## src/rtl/dem_pn_sequencer.sv

```systemverilog
// dem_pn_sequencer
//
// Front end of the DEM DAC switching tree. Takes quantizer samples over a
// valid/ready handshake, clamps them to the tree range and presents the
// clamped tree input plus the raw code to the top switching block. A Galois
// LFSR advances once per accepted sample; its low NUM_STAGES bits are
// broadcast as one pseudorandom steering bit per switching block.
//
// Optional feature macro: DEM_PN_CLIP_COUNT_EN adds an 8-bit saturating
// count of clipped samples on clip_count_o.
//
// Ports:
//   clk_i             clock, rising edge
//   reset_i           asynchronous active-low reset
//   enable_i          run request
//   seed_load_i       load seed_i into the LFSR (highest priority input)
//   seed_i            LFSR seed value
//   sample_valid_i    a sample is offered
//   sample_i          unsigned quantizer code
//   sample_ready_o    a sample can be accepted this cycle (combinational)
//   x_top_o           clamped tree input for the top switching block
//   quantized_value_o registered raw sample
//   pn_seq_o          bit k steers switching block k
//   out_valid_o       one-cycle strobe, new output set
//   clip_o            one-cycle strobe, accepted sample exceeded NUM_STAGES+1
//   clip_count_o      saturating clipped-sample count (DEM_PN_CLIP_COUNT_EN only)
//   lockup_o          sticky, a zero seed was rejected or the LFSR hit zero
//
// States:
//   state   | meaning
//   --------+-----------------------------------------------------------
//   ST_IDLE | stopped, no samples accepted, outputs hold
//   ST_SEED | one cycle, load seed_i (or SEED if seed_i is zero)
//   ST_RUN  | accepting one sample per cycle while enabled

module dem_pn_sequencer #(
    parameter int                  WIDTH      = 4,
    parameter int                  NUM_STAGES = 7,
    parameter int                  LFSR_LEN   = 16,
    parameter logic [LFSR_LEN-1:0] TAPS       = 16'hB400,
    parameter logic [LFSR_LEN-1:0] SEED       = 16'hACE1
) (
    input  logic                  clk_i,
    input  logic                  reset_i,
    input  logic                  enable_i,
    input  logic                  seed_load_i,
    input  logic [LFSR_LEN-1:0]   seed_i,
    input  logic                  sample_valid_i,
    input  logic [WIDTH-1:0]      sample_i,
    output logic                  sample_ready_o,
    output logic [WIDTH-1:0]      x_top_o,
    output logic [WIDTH-1:0]      quantized_value_o,
    output logic [NUM_STAGES-1:0] pn_seq_o,
    output logic                  out_valid_o,
    output logic                  clip_o,
`ifdef DEM_PN_CLIP_COUNT_EN
    output logic [7:0]            clip_count_o,
`endif
    output logic                  lockup_o
);

    typedef enum logic [1:0] {
        ST_IDLE = 2'd0,
        ST_SEED = 2'd1,
        ST_RUN  = 2'd2
    } state_t;

    // Largest tree input: one unit element per switching block plus one.
    localparam logic [WIDTH-1:0] X_MAX = WIDTH'(NUM_STAGES + 1);

    state_t              state;
    logic [LFSR_LEN-1:0] lfsr;
    logic [LFSR_LEN-1:0] lfsr_next;
    logic                accept;
    logic                sample_clipped;

    assign sample_ready_o = (state == ST_RUN) && !seed_load_i && enable_i;
    assign accept         = sample_valid_i && sample_ready_o;
    assign sample_clipped = (sample_i > X_MAX);

    always_comb begin
        lfsr_next = (lfsr >> 1) ^ (lfsr[0] ? TAPS : '0);
    end

    always_ff @(posedge clk_i or negedge reset_i) begin
        if (!reset_i) begin
            state             <= ST_IDLE;
            lfsr              <= SEED;
            x_top_o           <= '0;
            quantized_value_o <= '0;
            pn_seq_o          <= '0;
            out_valid_o       <= 1'b0;
            clip_o            <= 1'b0;
            lockup_o          <= 1'b0;
`ifdef DEM_PN_CLIP_COUNT_EN
            clip_count_o      <= 8'd0;
`endif
        end else begin
            out_valid_o <= 1'b0;
            clip_o      <= 1'b0;

            case (state)
                ST_IDLE: begin
                    if (seed_load_i)   state <= ST_SEED;
                    else if (enable_i) state <= ST_RUN;
                end
                ST_SEED: begin
                    // A zero seed would freeze the LFSR; substitute the default.
                    if (seed_i != '0) begin
                        lfsr     <= seed_i;
                        lockup_o <= 1'b0;
                    end else begin
                        lfsr     <= SEED;
                        lockup_o <= 1'b1;
                    end
                    if (seed_load_i)   state <= ST_SEED;
                    else if (enable_i) state <= ST_RUN;
                    else               state <= ST_IDLE;
                end
                ST_RUN: begin
                    if (seed_load_i)    state <= ST_SEED;
                    else if (!enable_i) state <= ST_IDLE;
                end
                default: state <= ST_IDLE;
            endcase

            if (accept) begin
                lfsr              <= lfsr_next;
                pn_seq_o          <= lfsr_next[NUM_STAGES-1:0];
                quantized_value_o <= sample_i;
                x_top_o           <= sample_clipped ? X_MAX : sample_i;
                clip_o            <= sample_clipped;
                out_valid_o       <= 1'b1;
            end

            // Recovery from a corrupted all-zero LFSR; overrides a step.
            if ((state == ST_RUN) && (lfsr == '0)) begin
                lfsr     <= SEED;
                lockup_o <= 1'b1;
            end

`ifdef DEM_PN_CLIP_COUNT_EN
            if (seed_load_i) begin
                clip_count_o <= 8'd0;
            end else if (accept && sample_clipped && (clip_count_o != 8'hFF)) begin
                clip_count_o <= clip_count_o + 8'd1;
            end
`endif
        end
    end

endmodule

```

## config.mk

```make
export PLATFORM = sky130hd
export DESIGN_NAME = dem_pn_sequencer
export DESIGN_NICKNAME = d
export VERILOG_FILES = /design/src/rtl/dem_pn_sequencer.sv
export SDC_FILE = /design/constraint.sdc
export NUM_CORES = 1
export LEC_CHECK = 0
export CORE_ASPECT_RATIO = 0.5
export CORE_MARGIN = 4
export CORE_UTILIZATION = 45
export DETAILED_ROUTE_END_ITERATION = 8
export GPL_TIMING_DRIVEN = 0
export PLACE_DENSITY = 0.72
export RECOVER_POWER = 25
export REMOVE_ABC_BUFFERS = 1
export SLEW_MARGIN = 20
export SYNTH_ARGS = -nofsm -noshare
export SYNTH_HDL_FRONTEND = slang
export SYNTH_SLANG_ARGS = --single-unit
```

## constraint.sdc

```tcl
create_clock -name clk_i -period 4.39 [get_ports clk_i]
set_clock_uncertainty 0.2 [all_clocks]
set_input_delay 0.878 -clock clk_i [delete_from_list [all_inputs] [get_ports clk_i]]
set_output_delay 0.878 -clock clk_i [all_outputs]
set_load 0.02 [all_outputs]
```

Word-level counts from Yosys, hierarchy flattened
Index checks and enable logic that the tools add are counted.
Widths: inputs -> output; s select.
{"block": "totals", "regBits": 36, "input_bits": 25, "out_inout_bits": 19, "elab_cells": 43}
{"block": "classes", "order_cmp": 1, "eq_ne": 4, "n_mux": 18, "bitwise_logic": 1, "reduce_logical": 11}
{"op": "$mux 16", "n": 5}
{"op": "$logic_not 16->1", "n": 1}
{"op": "$reduce_bool 16->1", "n": 1}
{"op": "$xor 15x16->16", "n": 1}
{"op": "$mux 2", "n": 6}
{"op": "$ne 3x3->1 const B", "n": 2}
{"op": "$pmux 2 s3", "n": 1}
{"op": "$mux 1", "n": 5}
{"op": "$gt 4x4->1 const B", "n": 1}
{"op": "$logic_and 1x1->1", "n": 4}
{"op": "$mux 4", "n": 1}
{"op": "$reduce_bool 3->1", "n": 1}
{"op": "$eq 2x1->1 const B", "n": 1}
{"op": "$eq 2x2->1 const B", "n": 1}
{"op": "$logic_not 2->1", "n": 1}
{"op": "$reduce_and 2->1", "n": 1}
{"op": "$reduce_bool 2->1", "n": 1}
{"op": "$logic_not 1->1", "n": 1}

Longest topological paths before layout
Gate-level depths: netlist of the first run.
{"block": "logic_depth", "ltp_word": 6, "depth_mapped": 7, "ltp_nobuf": 5}

Worst setup path before layout of the first run
OpenSTA, ideal clock, no wires.
{"block": "synth_path", "path_kind": "input to output", "start": "input port seed_load_i", "end": "output port sample_ready_o", "t_arrival_ps": 1420, "required_time_ps": 3312, "slack_ps": 1892, "cell_stages": 3, "n_path_buf": 2, "path_cell_list": "and4bb_1 > buf_4 > buf_6"}
{"block": "synth_via", "elab_chain_len": 3}
{"element": "from (decl)", "line": "46", "source": "input logic seed_load_i,"}
{"element": "$logic_not 1->1", "line": "77", "source": "assign sample_ready_o = (state == ST_RUN) && !seed_load_i && enable_i;"}
{"element": "$logic_and 1x1->1 (2 in a row)", "line": "77"}
{"element": "to (decl)", "line": "50", "source": "output logic sample_ready_o,"}
No other way between the ends.

Worst setup path after layout of the first run
Same ends and word-level chain as after synthesis.

==> impl_metrics.toml, run 1 <==
[clock_tree]
clk_latency_ns = 0.28
postCtsResizedCells = 0
cts_buffers = 5
cts_hold_buffers = 0
clockBufferDepth = 2
ctsRootBufferMaster = "clkbuf_8"
cts.sinks = 36
cts_tree = "built"
cts.htree.levels = 2
path_clk_slew_ns = 0.07
cts_setup_buffers = 0

[placed_design]
place_inst = 253
gp_congestion = 0.787
portBuffers = 43
place_ws_ns = 0.573
place_hpwl_um = 2720

[routing]
drt_iter0_markers = 60
vias_per_cell = 5.45
dr_total_vias = 1423
ant_nets = 0
route.detailed.drc = 0
dr.pass1.iters = 4
wl_per_cell_um = 14.7
wirelength_um = 3850

[worst_setup_path]
critPathLaunchType = "primary input"
setup.worst_path.start = "seed_load_i"
required_ns = 3.31
crit_end = "sample_ready_o"
cp_max_fo = 15
rr_startpoint = "state[0]"
r2r_end = "lfsr[13]"
arrival_ns = 2.75
crit_path_end_kind = "primary output"
crit_type = "in2out"
reg2reg_depth = 5
ff2ff_setup_slack_ns = 1.88

[timing]
worst_slack_ns = 0.557
tns_ns = 0
relSlewSlack_pct = 12.9
setup_violations = 0
post-route-period-util_pct = 87.3
max_freq_mhz = 261
slew_viol_final = 0
rsz0062_at_grt = "false"
finalHoldViolations = 0
tightest_slew_ns = 1.31
period_needed_ns = 3.83

[synthesis]
ys_seq_elements = 36
synth_compound_area_share_pct = 16.0
synthCells = 167
ys_async_sr_fraction_pct = 100
synth_top_family_by_area = "simple AND/OR/NAND/NOR gates"
syn_area_um2 = 1680
synth_edf_count = 0
synthMuxAreaShare_pct = 1.79
synthAdderAreaFrac_pct = 0
synth_simple_gate_area_share_pct = 23.1
synth-xor-area-share_pct = 1.57
synth_area_per_cell_um2 = 10.0
synth-seq-area-share_pct = 54.4
synth_cell_types = 36
ys.warnings.count = 0
synth_flop_cell = "dfrtp_1"

[floorplanning]
io_pins = 44
die_h_um = 51.1
core_area_um2 = 3510
dieWidth_um = 94.3
die_area_um2 = 4820
rows = 15
initial_utilization_pct = 47.7

[finish]
final_core_util_pct = 63.0
layout_commonest_cell = "nand2_1"
antennaDiodeCount = 0
area_growth_pct = 32.0
nets = 234
fillers = 327
drive_gt1_share_pct = 11.0
final_cell_mix = "nand2_1, clkdlybuf4s50_1, dfrtp_1"
final_cells = 261

[flow_run]
cap_violations = 0

[global_route]
grt_pass1_vias = 1328
grtUsageTotal_pct = 17.4
grt.overflow.total = 0
grt_pass1_wl_um = 6450
grt_start_max_net_pins = 28
antenna_found_initial = 0

[hold_path]
hp-class = "reg2reg"

[power_and_ir_drop]
vdd.ir_drop.worst_uv = 177
p_per_area_nw_per_um2 = 399
power_leakage_uw = 0.00100

[run_status]
run_status = "complete, no violations"
[critical path, stage by stage]
cell and delay [ns]:
clkdlybuf4s50_1 0.43, and4bb_1 0.72, clkdlybuf4s50_1 0.73
[synthesized netlist by cell type, types with 2 or more instances]
cell / instances / area [um^2]
a221o_1: 2 / 20.0
a31oi_1: 7 / 43.8
dfstp_2: 8 / 210
mux2i_1: 3 / 30.0
a211o_1: 4 / 35.0
a22oi_1: 3 / 22.5
a211o_2: 3 / 30.0
o21ai_0: 3 / 15.0
xnor2_1: 2 / 17.5
nand3_1: 4 / 20.0
clkbuf_1: 2 / 7.51
buf_2: 4 / 20.0
nor2_1: 6 / 22.5
nor4_1: 7 / 43.8
nand3b_1: 5 / 37.5
dfrtp_1: 28 / 701
a21oi_1: 12 / 60.1
nand2_1: 46 / 173
[power breakdown]
group	total (uW)	leakage (uW)	switching, uW	internal, uW
registers	431	0.000442	40.1	391
clock network	247	0.0000445	120	128
logic	204	0.000513	99.4	104
total	882	0.00100	259	623
[state kept, by name (all words and copies together), names as in the netlist]
signal and flops:
out_valid_o 1, x_top_o 4, pn_seq_o 7, clip_o 1, quantized_value_o 4, lfsr 16, lockup_o 1, state 2
[layout make-up]
class	count	area, um^2	area share, %
Clock buffer	7	86.3	3.90
Clock inverter	1	7.51	0.340
Inverter	1	3.75	0.170
Multi-Input combinational cell	121	711	32.1
Sequential cell	36	911	41.2
Tap cell	51	63.8	2.89
Timing Repair Buffer	44	428	19.4
[per-layer routing]
layer	GRT usage, %	part of all wire, %	up-vias
li1	-	-	682
met1	25.4	46	695
met2	25.8	47	40
met3	4.41	5.7	6
met4	4.56	0.99	0
met5	0	0	-
[stage by stage]
step,cell area (um^2),hold WS [ns],total power (uW)
floorplan,1630,0.273,531
global placement,2120,0.260,638
detailed placement,2130,0.262,644
CTS,2230,0.269,891
global route,2210,0.308,932
finish,2210,0.275,882
[cells by family (layout without fill, tap and decap cells)]
family,after synthesis,after routing
simple gates,77,77
compound gates,38,38
flops,36,36
buf+inv,10,53
xor+xnor,3,3
mux,3,3
[worst min path at each step]
stage,from,end,slack (ns),cells after the start
CTS,reset_i,quantized_value_o[3],0.27,1
global route,pn_seq_o[2],pn_seq_o[2],0.31,2
global placement,pn_seq_o[4],pn_seq_o[4],0.26,2
finish,pn_seq_o[4],pn_seq_o[4],0.28,2
floorplan,state[0],state[1],0.27,1
detailed placement,pn_seq_o[4],pn_seq_o[4],0.26,2
Power figures use the tool's default switching activity.
==> run 2, diff against run 1 <==
CORE_ASPECT_RATIO = 1.75   (was 0.5)
HOLD_SLACK_MARGIN = 0.02   (was unset)
==> impl_metrics.toml, run 2 (same netlist as run 1, synthesis figures left out) <==
[run_status]
run_status = "complete, no violations"

[finish]
largest_register_ffs = 16
largest-register = "lfsr"
layout_commonest_cell = "nand2_1"
antennaDiodeCount = 0
final_cells = 256
nets = 234
final_cell_mix = "nand2_1, clkdlybuf4s50_1, dfrtp_1"
fillers = 321
drive_gt1_share_pct = 11.0
top_regs = "lfsr x16, pn_seq_o x7"
area_growth_pct = 32.4

[placed_design]
place_ws_ns = 0.560
gp_congestion = 0.899
place_inst = 248
portBuffers = 43
place_hpwl_um = 3040

[routing]
drt_iter0_markers = 60
dr_total_vias = 1456
wirelength_um = 4230
top_layer_used = "met4"
drt-met1-wl_um = 1580
dr.pass1.iters = 4
vias_per_cell = 5.69
route.detailed.drc = 0
routed-wl-met3_um = 314
ant_nets = 0
dr_wl_met2_um = 2250
wl_per_cell_um = 16.5

[timing]
finalHoldViolations = 0
rsz0062_at_grt = "false"
relSlewSlack_pct = 28.6
worst_slack_ns = 0.536
max_freq_mhz = 259
setup_violations = 0
tns_ns = 0
slew_viol_final = 0
post-route-period-util_pct = 87.8
tightest_slew_ns = 1.07
period_needed_ns = 3.85
hold-worst-slack_ns = 0.272

[clock_tree]
path_clk_slew_ns = 0.07
cts_tree = "built"
cts_buffers = 5
postCtsResizedCells = 0
cts_hold_buffers = 0
clockBufferDepth = 2
cts.sinks = 36
clk_latency_ns = 0.28
cts_setup_buffers = 0
cts.htree.levels = 2
ctsRootBufferMaster = "clkbuf_8"

[power_and_ir_drop]
p_comb_share_pct = 22.4
power.total_uw = 921
p_clk_share_pct = 30.7
p_per_area_nw_per_um2 = 415
vdd.ir_drop.worst_uv = 292
intPower_uw = 664
pwr-share-seq_pct = 46.9
switching_share_pct = 27.9
switching_power_uw = 257
power_leakage_uw = 0.00101

[worst_setup_path]
crit_type = "in2out"
required_ns = 3.31
crit_path_end_kind = "primary output"
cp_max_fo = 15
arrival_ns = 2.78
critPathLaunchType = "primary input"

[global_route]
grt_pass1_vias = 1467
grt_pass1_wl_um = 6840
antenna_found_initial = 0
grt.overflow.total = 0
grt_start_max_net_pins = 28
grtUsageTotal_pct = 19.6

[floorplanning]
rows = 29
dieWidth_um = 54.1
core_area_um2 = 3590
die_h_um = 88.7
initial_utilization_pct = 46.6
io_pins = 44
die_area_um2 = 4800

[hold_path]
hp-class = "reg2reg"

[flow_run]
cap_violations = 0
-- run 2: cell count changes in the layout (fill, tap and decap cells not counted), sizes merged --
| cell | delta |
|---|---|
| clkinv | +1 |
| clkinvlp | -1 |
| clkbuf | -1 |
| bufinv | +1 |
-- run 2: path summary, 6_finish.rpt --
check / start / endpoint / slack [ns] / depth (start not counted)
setup / recovery: seed_load_i / sample_ready_o / 0.54 / 3
hold / removal: x_top_o[2] / x_top_o[2] / 0.27 / 2
setup reg to reg: state[0] / lfsr[13] / 1.82 / 5
hold reg to reg: x_top_o[2] / x_top_o[2] / 0.27 / 2
max in group asynchronous: reset_i / pn_seq_o[3] / 2.03 / 2
min in group asynchronous: reset_i / pn_seq_o[1] / 0.50 / 1
-- run 2: stage by stage --
stage               cell area [um^2]  utilization (%)
floorplan                       1630                -
global placement                2110             58.8
detailed placement              2140             59.5
CTS                             2240             62.5
global route                    2220             61.8
finish                          2220             61.8
-- run 2: final cells by class --
cell class,count,area [um^2],share of cell area [%]
clock inverters,2,35.0,1.58
well taps,46,57.6,2.59
flip-flops and latches,36,911,41.1
inverters,1,3.75,0.169
repair buffers,44,428,19.3
multi-input cells,121,711,32.0
clock buffers,6,72.6,3.27
-- run 2: critical path, cell delays in order --
cell             delay, ns
clkdlybuf4s50_1       0.43
and4bb_1              0.74
clkdlybuf4s50_1       0.73
-- run 2: metal layers --
metal | up-vias | GRT usage (%)
met5 | - | 0
li1 | 677 | -
met3 | 11 | 6.58
met4 | 0 | 10.4
met2 | 65 | 32.8
met1 | 703 | 21.0
-- run 2: power groups by stage --
stage | clock network, uW | logic (uW) | registers (uW)
after floorplan | 0 | 68.7 | 463
after global placement | 0 | 204 | 434
after detailed placement | 0 | 209 | 438
after CTS | 293 | 211 | 432
after global routing | 304 | 225 | 439
final | 283 | 206 | 432
==> run 3, diff against run 2 <==
SKIP_CTS_REPAIR_TIMING = 1   (was unset)
==> results of run 3 <==
Final layout, timing and power as in run 2 (identical DEF).
